[src/rtl/mcd_mem_arbiter.sv]
// Shared DRAM arbiter: fixed-priority display channels plus round-robin for the
// rest, funnelled into one word-wide RAM port with byte enables and read latency.
module mcd_mem_arbiter #(
    parameter int NUM_CH       = 4,
    parameter int NUM_FIXED    = 2,
    parameter int ADDR_W       = 19,
    parameter int DATA_W       = 16,
    parameter int READ_LATENCY = 1
) (
    input  logic                           clk,
    input  logic                           reset_n,
    input  logic [NUM_CH-1:0]              req,
    input  logic [NUM_CH-1:0]              we,
    input  logic [NUM_CH*(DATA_W/8)-1:0]   be,
    input  logic [NUM_CH*ADDR_W-1:0]       addr,
    input  logic [NUM_CH*DATA_W-1:0]       wdata,
    output logic [NUM_CH-1:0]              ack,
    output logic [DATA_W-1:0]              rdata,
    output logic                           mem_en,
    output logic                           mem_we,
    output logic [DATA_W/8-1:0]            mem_be,
    output logic [ADDR_W-1:0]              mem_addr,
    output logic [DATA_W-1:0]              mem_wdata,
    input  logic [DATA_W-1:0]              mem_rdata,
    output logic                           busy
);
    localparam int BE_W   = DATA_W / 8;
    localparam int IDX_W  = (NUM_CH > 1) ? $clog2(NUM_CH) : 1;
    localparam int PTR_W  = $clog2(NUM_CH + 1);
    localparam int NUM_RR = NUM_CH - NUM_FIXED;
    localparam int LAT_W  = 2;

    typedef enum logic [1:0] {IDLE, ISSUE, WAIT, DONE} state_t;

    state_t                          state, state_n;
    logic [NUM_CH-1:0][ADDR_W-1:0]   addr_a;
    logic [NUM_CH-1:0][DATA_W-1:0]   wdata_a;
    logic [NUM_CH-1:0][BE_W-1:0]     be_a;

    logic [IDX_W-1:0]  win, gnt_q;
    logic              win_vld;
    logic [PTR_W-1:0]  rr_ptr;
    logic              we_q;
    logic [BE_W-1:0]   be_q;
    logic [ADDR_W-1:0] addr_q;
    logic [DATA_W-1:0] wdata_q;
    logic [LAT_W-1:0]  lat_cnt;

    for (genvar i = 0; i < NUM_CH; i++) begin : g_unpack
        assign addr_a[i]  = addr[i*ADDR_W +: ADDR_W];
        assign wdata_a[i] = wdata[i*DATA_W +: DATA_W];
        assign be_a[i]    = be[i*BE_W +: BE_W];
    end

    // Fixed channels scanned high-to-low so the lowest index wins; the round-robin
    // window is scanned from the far end back to rr_ptr for the same effect.
    always_comb begin
        int idx;
        win_vld = 1'b0;
        win     = '0;
        idx     = 0;
        for (int i = NUM_FIXED - 1; i >= 0; i--) begin
            if (req[i]) begin
                win_vld = 1'b1;
                win     = IDX_W'(i);
            end
        end
        if (!win_vld) begin
            for (int k = NUM_RR - 1; k >= 0; k--) begin
                idx = int'(rr_ptr) + k;
                if (idx >= NUM_CH) idx = idx - NUM_RR;
                if (req[idx]) begin
                    win_vld = 1'b1;
                    win     = IDX_W'(idx);
                end
            end
        end
    end

    always_comb begin
        state_n = state;
        case (state)
            IDLE:    if (win_vld) state_n = ISSUE;
            ISSUE:   state_n = we_q ? DONE : WAIT;
            WAIT:    if (lat_cnt == '0) state_n = DONE;
            DONE:    state_n = IDLE;
            default: state_n = IDLE;
        endcase
    end

    always_ff @(posedge clk or negedge reset_n) begin
        if (!reset_n) begin
            state   <= IDLE;
            gnt_q   <= '0;
            we_q    <= 1'b0;
            be_q    <= '0;
            addr_q  <= '0;
            wdata_q <= '0;
            lat_cnt <= '0;
            rdata   <= '0;
            rr_ptr  <= PTR_W'(NUM_FIXED);
        end else begin
            state <= state_n;
            case (state)
                IDLE: if (win_vld) begin
                    gnt_q   <= win;
                    we_q    <= we[win];
                    be_q    <= be_a[win];
                    addr_q  <= addr_a[win];
                    wdata_q <= wdata_a[win];
                end
                ISSUE: lat_cnt <= LAT_W'(READ_LATENCY - 1);
                WAIT: begin
                    if (lat_cnt == '0) rdata <= mem_rdata;
                    else               lat_cnt <= lat_cnt - 1'b1;
                end
                DONE: if (int'(gnt_q) >= NUM_FIXED) begin
                    if (int'(gnt_q) == NUM_CH - 1) rr_ptr <= PTR_W'(NUM_FIXED);
                    else                           rr_ptr <= PTR_W'(gnt_q) + 1'b1;
                end
                default: ;
            endcase
        end
    end

    // Memory-side outputs are gated by state so they collapse the moment reset hits.
    assign mem_en    = (state == ISSUE);
    assign mem_we    = mem_en & we_q;
    assign mem_be    = mem_en ? be_q    : '0;
    assign mem_addr  = mem_en ? addr_q  : '0;
    assign mem_wdata = mem_en ? wdata_q : '0;
    assign ack       = (state == DONE) ? (NUM_CH'(1) << gnt_q) : '0;
    assign busy      = (state != IDLE);

endmodule

[config.mk]
export PLATFORM = sky130hd
export DESIGN_NAME = mcd_mem_arbiter
export DESIGN_NICKNAME = d
export VERILOG_FILES = /design/src/rtl/mcd_mem_arbiter.sv
export SDC_FILE = /design/constraint.sdc
export NUM_CORES = 1
export LEC_CHECK = 0
export CAP_MARGIN = 40
export CORE_ASPECT_RATIO = 0.5
export CORE_MARGIN = 10
export CORE_UTILIZATION = 43
export CTS_CLUSTER_SIZE = 30
export DETAILED_ROUTE_END_ITERATION = 12
export PLACE_DENSITY = 0.87
export SLEW_MARGIN = 25
export SYNTH_ARGS = -nofsm -noshare
export SYNTH_HDL_FRONTEND = slang
export SYNTH_SLANG_ARGS = --single-unit
export TNS_END_PERCENT = 10
[constraint.sdc]
create_clock -name clk -period 3.85 [get_ports clk]
set_input_delay 0.385 -clock clk [delete_from_list [all_inputs] [get_ports clk]]
set_output_delay 0.385 -clock clk [all_outputs]
set_load 0.03 [all_outputs]
=== Yosys cells after proc, flatten, opt, wreduce, memory -nomap -nowiden ===
Index checks and enable logic that the tools add are counted.

* Mux-type cells: 39
* Shifts and indexed selects: 1
* Reductions and logical operators: 9
* $add $sub $neg: 5
* Eq/ne operators: 7
* $lt $le $gt $ge: 6
* Bitwise gates (word level): 1

{| class="wikitable"
|+ Operator list
! cell !! count
|-
| 32-bit 2-to-1 mux || 4
|-
| 32-bit by 4-bit < comparator with 1-bit output, second input constant || 2
|-
| 19-bit binary-select mux with 2-bit select || 1
|-
| 19-bit 2-to-1 mux || 2
|-
| 16-bit binary-select mux with 2-bit select || 1
|-
| 16-bit 2-to-1 mux || 2
|-
| 2-bit 2-to-1 mux || 8
|-
| 1-bit 2-to-1 mux || 13
|-
| 2-bit AND reduction || 5
|-
| 2-bit one-hot mux with 4 select lines || 1
|-
| 1-bit binary-select mux with 2-bit select || 3
|-
| 2-bit inequality test, second input constant || 3
|-
| 4-bit by 2-bit subtractor with 5-bit output, second input constant || 1
|-
| 3-bit by 1-bit adder with 4-bit output, second input constant || 1
|-
| 2-bit binary-select mux with 2-bit select || 1
|-
| 2-bit by 1-bit equality test with 1-bit output, second input constant || 2
|-
| 2-bit equality test, second input constant || 2
|-
| 4-bit by 3-bit >= comparator with 1-bit output, second input constant || 1
|-
| 2-bit logical NOT || 2
|-
| 4-bit 2-to-1 mux || 1
|-
| 2-bit one-hot mux with 2 select lines || 1
|-
| 2-bit nonzero test || 2
|-
| 1-bit by 2-bit << shifter with 4-bit output, first input constant || 1
|-
| 3-bit by 2-bit subtractor with 4-bit output, second input constant || 1
|-
| 7 further kinds || 7
|}

* Bits of input ports: 174
* Logic and storage cells: 77
* Register bits after elaboration: 63
* Output and inout port bits: 60

=== Longest topological paths before layout ===
Gate-level depths: netlist (run 1).

* Depth in word-level cells: 12
* Mapped depth: 10
* Mapped depth without buffers: 7

=== Worst setup path after synthesis (run 1) ===
Ideal clock, no wire load.

* Kind: register to register
* Start point: register rr_ptr[1]
* End point: register addr_q[17]
* Buffers on the path: 2
* Required time: 3728 ps
* Clock period less this slack: 2073 ps
* Setup time: 122 ps
* Slack: 1777 ps
* Arrival time: 1952 ps
* Stages on the path, launching flop included: 10
* Cells stage by stage: dfstp_2 > inv_1 > ha_1 > a211o_1 > a21o_1 > buf_6 > buf_6 > nor3_2 > o21ai_0 > a32o_1

* Word-level cells in the longest chain between the ends: 12
* Elaborated cells on any way between the ends: 24

{| class="wikitable"
|+ Ends and longest elaborated chain
! item !! RTL line !! text
|-
| from (decl) || 42 || <nowiki>logic [PTR_W-1:0] rr_ptr;</nowiki>
|-
| from (signal assigned) || 101 || <nowiki>rr_ptr <= PTR_W'(NUM_FIXED);</nowiki>
|-
| from (signal assigned) || 119 || <nowiki>else rr_ptr <= PTR_W'(gnt_q) + 1'b1;</nowiki>
|-
| 3-bit by 1-bit adder with 4-bit output || 70 || <nowiki>idx = int'(rr_ptr) + k;</nowiki>
|-
| 4-bit by 2-bit subtractor with 5-bit output or 4-bit by 3-bit >= comparator with 1-bit output (tied branches) || 71 || <nowiki>if (idx >= NUM_CH) idx = idx - NUM_RR;</nowiki>
|-
| 32-bit 2-to-1 mux || 71 ||
|-
| 32-bit 2-to-1 mux || 68 || <nowiki>if (!win_vld) begin</nowiki>
|-
| 1-bit binary-select mux with 2-bit select || 72 || <nowiki>if (req[idx]) begin</nowiki>
|-
| 1-bit 2-to-1 mux (not written as such) (2 in a row) || 72 ||
|-
| 2-bit 2-to-1 mux (2 in a row) || 72 ||
|-
| 2-bit 2-to-1 mux || 68 ||
|-
| 19-bit binary-select mux with 2-bit select || 109 || <nowiki>addr_q <= addr_a[win];</nowiki>
|-
| 19-bit 2-to-1 mux (not written as such) || 109 ||
|-
| to (signal assigned) || 109 ||
|-
| to (decl) || 45 || <nowiki>logic [ADDR_W-1:0] addr_q;</nowiki>
|}

Parallel ways exist; a longest one is shown, timed or not. The select of a mux whose other input is x is not followed.
A chain may end at the register's enable or synchronous reset.

=== Final worst setup path (run 1) ===
* Start point: register state[1]
* End point: output mem_we

* Word-level cells in the longest chain between the ends: 2

{| class="wikitable"
|+ Ends and longest elaborated chain
! item !! RTL line !! text
|-
| from (decl) || 35 || <nowiki>state_t state, state_n;</nowiki>
|-
| from (signal assigned) || 103 || <nowiki>state <= state_n;</nowiki>
|-
| 2-bit by 1-bit equality test with 1-bit output || 127 || <nowiki>assign mem_en = (state == ISSUE);</nowiki>
|-
| 1-bit bitwise AND || 128 || <nowiki>assign mem_we = mem_en & we_q;</nowiki>
|-
| to (decl) || 20 || <nowiki>output logic mem_we,</nowiki>
|}

No other way between the ends.

==> results of run 1 <==
==> registers in the layout (all words and copies together), names as in the netlist <==
register  flops
we_q          1
wdata_q      16
gnt_q         2
addr_q       19
rr_ptr        2
rdata        16
state         2
be_q          2
lat_cnt       2
==> path summary, 6_finish.rpt <==
path	startpoint	to	slack, ns
worst max-delay path	state[1]	mem_we	0.79
worst min-delay path	reset_n	rdata[4]	0.07
worst max register to register	rr_ptr[1]	addr_q[0]	1.16
worst min register to register	addr_q[3]	addr_q[3]	0.48
max in group asynchronous	reset_n	addr_q[17]	2.85
min in group clk	req[0]	gnt_q[1]	0.44
==> critical path: cells and delay by family, from the launching register on <==
family / cells / cell delay [ns]
buffers and inverters: 3 / 1.20
DFF: 1 / 0.41
adders and majority gates: 1 / 0.45
and+or+nand+nor: 1 / 0.26
==> stage by stage <==
stage / total power, mW / utilization
finish: 4.10 / 0.729
global route: 4.33 / 0.729
global placement: 3.17 / 0.695
CTS: 4.13 / 0.729
detailed placement: 3.24 / 0.695
floorplan: 2.35 / -
==> where the power goes <==
group | total, mW | switching, mW | internal (mW)
registers | 1.09 | 0.145 | 0.947
clock network | 0.877 | 0.309 | 0.568
logic | 2.13 | 1.12 | 1.01
total | 4.10 | 1.57 | 2.52
==> Yosys cell counts, drive strengths merged, types with 2 or more instances <==
| master | count |
|---|---|
| dfrtp | 61 |
| nor3 | 40 |
| clkbuf | 24 |
| and2 | 39 |
| o21ai | 39 |
| ha | 6 |
| mux2 | 17 |
| o31ai | 3 |
| a32o | 39 |
| inv | 46 |
| nor3b | 2 |
| mux2i | 2 |
| nand2 | 81 |
| a21oi | 45 |
| nand3 | 37 |
| buf | 23 |
| nor2 | 42 |
==> final cells by class <==
| type | count | area (um2) |
|---|---|---|
| Clock inverter | 7 | 98.8 |
| Timing Repair Buffer | 244 | 2420 |
| Tap cell | 135 | 169 |
| Multi-Input combinational cell | 405 | 2360 |
| Fill cell | 721 | 2600 |
| Clock buffer | 9 | 225 |
| Inverter | 46 | 173 |
| Sequential cell | 62 | 1550 |
==> per-layer routing <==
layer  up-vias  part of all wire  routed length (um)
met2       204              0.52                8810
met4         0             0.048                 805
met1      2296              0.37                6210
met5         -                 0                   0
li1       2353                 -                   -
met3        52             0.058                 969
==> cell families (layout without fill, tap and decap cells) <==
kind of cell / Yosys count / after routing / share of synthesized area
AOI/OAI and AO/OA: 132 / 132 / 0.209
and+or+nand+nor: 247 / 247 / 0.267
DFF: 62 / 62 / 0.360
xor gates and xnor gates: 1 / 1 / 0.00203
buffers and inverters: 93 / 306 / 0.0952
adders and majority gates: 6 / 6 / 0.0174
muxes: 19 / 19 / 0.0491
==> impl_metrics.py, run 1 <==
metrics = {
    "timing": {
        "hold_viol_final": 0,
        "fin_hold_ws_ns": 0.0656,
        "fin_ws_ns": 0.792,
        "max_slew_margin": 0.444,
        "finClkSkew_ns": 0.00482,
        "slew_violations": 0,
        "max_freq_ghz": 0.327,
        "rsz0062_at_grt": "false",
        "worst_slew_pin_slew_ns": 0.832,
        "setup_viol_count_final": 0,
        "finalCritPeriodShare": 0.794,
        "fin_tns_setup_ns": 0,
        "fin_crit_ns": 3.06,
    },
    "setup_path": {
        "path_cells": "inv_1 -> ha_1 -> buf_4 -> and2_1 -> clkdlybuf4s50_1",
        "cp.required_ns": 3.46,
        "slowest_delay_ns": 0.72,
        "cp-start-kind": "register",
        "cp-end-kind": "output port",
        "reg2reg_depth": 7,
        "crit_fanout": 29,
        "cp.arrival_ns": 2.67,
        "cp_slowest_cell": "clkdlybuf4s50_1",
        "worstSetupPathType": "register to output port",
    },
    "global_routing": {
        "grt_max_degree": 78,
        "grt-ovfl-total": 0,
        "grt_util_all_layers": 0.219,
        "grt_util_met3": 0.0551,
        "use_met2": 0.392,
        "grt_pass1_wl_um": 26100,
        "gr-usage-met1": 0.238,
        "gr-max-usage-layer": "met2",
        "grt_pass1_vias": 4835,
        "antenna_found_initial": 0,
    },
    "cells_and_area": {
        "antenna-diode-count": 0,
        "layout_common_cells": "231 x clkdlybuf4s50_1, 81 x nand2_1, 61 x dfrtp_1",
        "final_nets": 948,
        "final_cells": 908,
        "area_growth_syn_to_layout_pct": 62.4,
        "final_common_cell": "clkdlybuf4s50_1",
        "design_area_um2": 7000,
        "drive_gt1_frac": 0.0699,
    },
    "clock_tree": {
        "ctsResizeCount": 0,
        "cts_tree": "done",
        "htreeDepth": 3,
        "cts_made_buffers": 9,
        "clk_pin_slew_ns": 0.06,
        "cts-root-buf": "clkbuf_16",
        "clk_latency_ns": 0.33,
        "cts.hold.buffers_added": 0,
        "clk_path_buf_depth": 2,
        "cts_setup_buffers": 0,
        "clock-sinks": 62,
    },
    "power_and_ir_drop": {
        "leakage_nw": 2.90,
        "p_per_area_nw_per_um2": 585,
        "irDropWorstVdd_mv": 0.293,
    },
    "route": {
        "first_iter_violations": 374,
        "dr.pass1.iters": 5,
        "drc": 0,
        "drtAntennaViolNets": 0,
        "vias_per_cell": 5.40,
        "wl_um": 16800,
        "post_drt_wl_per_cell_um": 18.5,
        "detailroute.via_count": 4905,
    },
    "yosys": {
        "synth_area_um2": 4310,
        "seq_area_frac_synth": 0.360,
        "synth_top_area_cell": "dfrtp_1",
        "syn_inst": 560,
        "yosys_warnings": 0,
        "syn-num-nets": 740,
        "synth-seq-cells": 62,
        "synth_edf_count": 0,
        "synthTopCellsByArea": "dfrtp_1 35%, a32o_1 9.1%, nand2_1 7.1%, and2_1 5.7%, a21oi_1 5.1%",
        "yosysTopAreaCellShare": 0.354,
        "synthFlopType": "dfrtp_1",
        "async_flop_share": 1.00,
        "ys_types": 39,
        "synth_area_per_cell_um2": 7.70,
    },
    "floorplanning": {
        "die_y_um": 90.8,
        "io_pins": 234,
        "placementRows": 25,
        "core_area_um2": 9600,
        "dieArea_um2": 14700,
        "start_util": 0.449,
        "die_x_um": 162,
    },
    "place": {
        "place_hpwl_um": 12600,
        "post-place-ws_ns": 1.00,
        "place_area_um2": 6680,
        "dp.cells": 892,
        "finalWeightedCongestion": 0.862,
        "portBuffers": 233,
    },
    "min_path": {
        "hp-class": "primary input to async pin",
    },
    "outcome": {
        "outcome": "completed",
    },
    "run": {
        "cap_viol_max_count": 0,
    },
}
Note: power is estimated with default switching activity, not from simulation.
==> run 2: changes to the inputs <==
Settings changed: CORE_UTILIZATION 43 to 40, PLACE_DENSITY 0.87 to 0.82.
Clock period 3.85 ns to 3.1 ns, I/O delays scaled along.
==> impl_metrics.py, run 2 (synthesis results as in run 1) <==
metrics = {
    "outcome": {
        "outcome": "completed",
    },
    "route": {
        "drtAntennaViolNets": 0,
        "post_drt_wl_per_cell_um": 18.2,
        "drc": 0,
        "wl_um": 16800,
        "vias_per_cell": 5.32,
        "first_iter_violations": 338,
        "detailroute.via_count": 4881,
        "dr.pass1.iters": 5,
    },
    "cells_and_area": {
        "final_common_cell": "clkdlybuf4s50_1",
        "register_area_um2": 1550,
        "reg.largest.list": "addr_q x19, rdata x16, wdata_q x16",
        "multi_input_area_um2": 2360,
        "regMostFlops": "addr_q",
        "largest_register_ffs": 19,
        "drive_gt1_frac": 0.0746,
        "fill_cells": 875,
        "final_cells": 918,
        "final_core_util": 0.685,
        "design_area_um2": 7080,
        "antenna-diode-count": 0,
        "area_growth_syn_to_layout_pct": 64.3,
        "layout_common_cells": "231 x clkdlybuf4s50_1, 81 x nand2_1, 61 x dfrtp_1",
        "final_nets": 953,
    },
    "min_path": {
        "hold-path-cell-count": 3,
        "hp-class": "primary input to register",
    },
    "timing": {
        "finClkSkew_ns": 0.00609,
        "fin_hold_ws_ns": 0.365,
        "fin_ws_ns": 0.380,
        "setup_viol_count_final": 0,
        "fin_crit_ns": 2.72,
        "max_freq_ghz": 0.368,
        "finalCritPeriodShare": 0.877,
        "hold_viol_final": 0,
        "max_slew_margin": 0.452,
        "worst_slew_pin_slew_ns": 0.822,
        "rsz0062_at_grt": "false",
        "fin_tns_setup_ns": 0,
        "slew_violations": 0,
    },
    "global_routing": {
        "grt_pass1_vias": 5072,
        "grt_max_degree": 79,
        "grt_util_all_layers": 0.206,
        "grt-ovfl-total": 0,
        "grt_pass1_wl_um": 26500,
        "antenna_found_initial": 0,
    },
    "floorplanning": {
        "die_x_um": 167,
        "placementRows": 26,
        "io_pins": 234,
        "die_y_um": 93.4,
        "start_util": 0.417,
        "core_area_um2": 10300,
        "dieArea_um2": 15600,
    },
    "place": {
        "post-place-ws_ns": 0.390,
        "place_hpwl_um": 12500,
        "dp.cells": 899,
        "finalWeightedCongestion": 0.832,
        "portBuffers": 233,
        "place_area_um2": 6710,
    },
    "clock_tree": {
        "ctsResizeCount": 0,
        "clk_pin_slew_ns": 0.06,
        "cts_tree": "done",
        "clk_latency_ns": 0.34,
        "htreeDepth": 3,
        "cts-root-buf": "clkbuf_16",
        "cts_made_buffers": 9,
        "clock-sinks": 62,
        "clk_path_buf_depth": 2,
    },
    "setup_path": {
        "crit_buf_inv": 3,
        "crit_fanout": 35,
        "crit_family": "buffers and inverters",
        "cp-end-kind": "output port",
        "slowest_delay_ns": 0.73,
        "cp-start-kind": "register",
        "critical_path_depth": 5,
        "reg2reg_depth": 9,
        "cp.arrival_ns": 2.41,
        "worstSetupPathType": "register to output port",
        "path_cells": "inv_1 -> ha_1 -> buf_12 -> and2_1 -> clkdlybuf4s50_1",
        "cp_slowest_cell": "clkdlybuf4s50_1",
        "cp.required_ns": 2.79,
    },
    "power_and_ir_drop": {
        "p_per_area_nw_per_um2": 721,
        "irDropWorstVdd_mv": 0.371,
        "power.total_mw": 5.11,
        "leakage_nw": 2.94,
    },
    "run": {
        "cap_viol_max_count": 0,
    },
}
-- run 2: cell type report --
class / instances / share of cell area
Multi-Input combinational cell: 405 / 0.334
Inverter: 46 / 0.0244
Clock inverter: 6 / 0.0120
Sequential cell: 62 / 0.219
Clock buffer: 10 / 0.0337
Timing Repair Buffer: 249 / 0.352
Tap cell: 140 / 0.0247
-- run 2: worst register-to-register path: stages, from the launching register on --
cell and delay [ns]:
dfstp_2 0.54, inv_1 0.07, ha_1 0.21, a211o_1 0.34, a21o_2 0.25, buf_12 0.18, buf_4 0.19, nor3_1 0.18
o21ai_0 0.14, a32o_1 0.28
-- run 2: power breakdown --
part / switching [mW] / internal, mW / total (mW)
registers: 0.178 / 1.18 / 1.35
clock network: 0.370 / 0.722 / 1.09
logic: 1.39 / 1.27 / 2.66
-- run 2: timing repair --
action                                 in CTS  in global routing
hold buffers                                0                  1
endpoints found under the hold margin       0                  5
setup buffers                               0                  0
-- run 2: final timing paths --
kind / to / slack, ns / start
max: mem_we / 0.38 / state[1]
min: gnt_q[1] / 0.36 / req[0]
max reg2reg: wdata_q[6] / 0.59 / rr_ptr[1]
min reg2reg: be_q[0] / 0.47 / be_q[0]
max in group asynchronous: addr_q[3] / 2.03 / reset_n
min in group asynchronous: state[0] / 0.37 / reset_n
-- run 2: metal layers --
metal,vias to the layer above,global-route usage,routed length (um)
met2,160,0.383,8880
met3,46,0.0480,759
met4,0,0.114,807
li1,2354,-,-
met1,2321,0.214,6300
met5,-,0,0
==> run 3: changes to the inputs <==
--- a/config.mk
+++ b/config.mk
@@ -11,2 +11,3 @@
 export CORE_UTILIZATION = 40
+export CTS_CLUSTER_DIAMETER = 40
 export CTS_CLUSTER_SIZE = 30
@@ -14,2 +15,3 @@
 export PLACE_DENSITY = 0.82
+export SETUP_SLACK_MARGIN = 0.5
 export SLEW_MARGIN = 25
--- a/constraint.sdc
+++ b/constraint.sdc
@@ -3,2 +3,2 @@
 set_output_delay 0.31 -clock clk [all_outputs]
-set_load 0.03 [all_outputs]
+set_load 0.005 [all_outputs]
==> impl_metrics.py, run 3 (synthesis results as in run 1) <==
metrics = {
    "clock_tree": {
        "cts_made_buffers": 9,
        "cts_tree": "done",
        "htreeDepth": 3,
        "cts-root-buf": "clkbuf_16",
        "clk_pin_slew_ns": 0.05,
        "clk_path_buf_depth": 2,
        "clock-sinks": 62,
        "cts_setup_buffers": 0,
        "clk_latency_ns": 0.33,
    },
    "run": {
        "cap_viol_max_count": 0,
    },
    "timing": {
        "fin_ws_ns": 0.591,
        "setup_viol_count_final": 0,
        "fin_crit_ns": 2.51,
        "rsz0062_at_grt": "false",
        "max_slew_margin": 0.433,
        "fin_tns_setup_ns": 0,
        "max_freq_ghz": 0.399,
        "fin_hold_ws_ns": 0.326,
        "slew_violations": 0,
        "worst_slew_pin_slew_ns": 0.850,
        "hold_viol_final": 0,
        "finClkSkew_ns": 0.00594,
        "finalCritPeriodShare": 0.809,
    },
    "setup_path": {
        "cp-end-kind": "output port",
        "r2r_slack_ns": 0.60,
        "cp.required_ns": 2.79,
        "rr_endpoint": "addr_q[1]",
        "cp-start-kind": "register",
        "slowest_delay_ns": 0.55,
        "crit_buf_inv": 3,
        "path_cells": "inv_1 -> ha_2 -> buf_8 -> and2_1 -> clkdlybuf4s50_1",
        "crit_fanout": 35,
        "regToRegStartpoint": "rr_ptr[1]",
        "cp_slowest_cell": "clkdlybuf4s50_1",
        "cp.arrival_ns": 2.20,
        "worstSetupPathType": "register to output port",
        "crit_family": "buffers and inverters",
        "reg2reg_depth": 8,
    },
    "floorplanning": {
        "start_util": 0.417,
        "dieArea_um2": 15600,
        "die_y_um": 93.4,
        "core_area_um2": 10300,
        "placementRows": 26,
        "die_x_um": 167,
        "io_pins": 234,
    },
    "cells_and_area": {
        "area_growth_syn_to_layout_pct": 63.3,
        "final_core_util": 0.680,
        "final_common_cell": "clkdlybuf4s50_1",
        "antenna-diode-count": 0,
        "regMostFlops": "addr_q",
        "layout_common_cells": "231 x clkdlybuf4s50_1, 81 x nand2_1, 61 x dfrtp_1",
        "drive_gt1_frac": 0.0746,
        "largest_register_ffs": 19,
        "design_area_um2": 7040,
        "final_nets": 953,
        "reg.largest.list": "addr_q x19, rdata x16, wdata_q x16",
    },
    "power_and_ir_drop": {
        "leakage_nw": 2.92,
        "irDropWorstVdd_mv": 0.312,
        "p_per_area_nw_per_um2": 629,
    },
    "global_routing": {
        "antenna_found_initial": 0,
        "grt-ovfl-total": 0,
        "grt_max_degree": 79,
        "grt_pass1_vias": 5187,
        "grt_pass1_wl_um": 26800,
        "grt_util_all_layers": 0.207,
    },
    "route": {
        "detailroute.via_count": 4961,
        "post_drt_wl_per_cell_um": 18.7,
        "drtAntennaViolNets": 0,
        "first_iter_violations": 310,
        "dr.pass1.iters": 4,
        "vias_per_cell": 5.40,
        "wl_um": 17200,
        "drc": 0,
    },
    "outcome": {
        "outcome": "completed",
    },
    "place": {
        "post-place-ws_ns": 0.404,
        "place_hpwl_um": 12700,
        "portBuffers": 233,
        "place_area_um2": 6700,
        "finalWeightedCongestion": 0.847,
    },
    "min_path": {
        "hp-class": "primary input to async pin",
    },
}
==> run 3: cell count changes in the layout (fill, tap and decap cells not counted), sizes merged <==
cell	previous run	this run
a21o	1	2
buf	17	16
bufinv	2	0
clkbuf	10	13
clkinvlp	2	1
==> run 3: repair_timing <==
item                                    CTS  global route
endpoints found under the setup margin   31            27
gates cloned                              0             1
resized for setup                         2             2
hold buffers                              0             1
endpoints found under the hold margin     0             2
==> run 3: final cells by class <==
type                            instances  area [um2]
Clock inverter                          3        17.5
Clock buffer                           13         270
Tap cell                              140         175
Sequential cell                        62        1550
Multi-Input combinational cell        406        2380
Fill cell                             887        3310
Inverter                               46         173
Timing Repair Buffer                  248        2470
==> run 3: routing by layer <==
layer | part of all wire | track usage | vias to the layer above
met5 | 0 | 0 | -
li1 | - | - | 2355
met4 | 0.049 | 0.110 | 0
met1 | 0.38 | 0.218 | 2381
met2 | 0.52 | 0.385 | 173
met3 | 0.048 | 0.0489 | 52
==> run 3: where the power goes <==
group | internal, mW | switching (mW) | leakage [nW] | total [mW]
clock | 0.603 | 0.346 | 0.142 | 0.949
sequential | 1.18 | 0.184 | 0.763 | 1.36
combinational | 1.26 | 0.857 | 2.01 | 2.12
total | 3.04 | 1.39 | 2.92 | 4.43
==> run 3: how the worst max path moves through the flow <==
stage | depth (start not counted) | startpoint | to
finish | 5 | state[1] | mem_we
global route | 5 | state[1] | mem_we
CTS | 5 | state[1] | mem_we
detailed placement | 7 | req[1] | addr_q[1]
global placement | 7 | req[1] | wdata_q[11]
floorplan | 9 | rr_ptr[1] | addr_q[17]
==> run 3: stage by stage <==
step	instances	power [mW]
5_1_grt	918	4.73
4_1_cts	915	4.46
3_3_place_gp	899	3.40
3_5_place_dp	899	3.49
2_1_floorplan	560	2.37
6_report	918	4.43
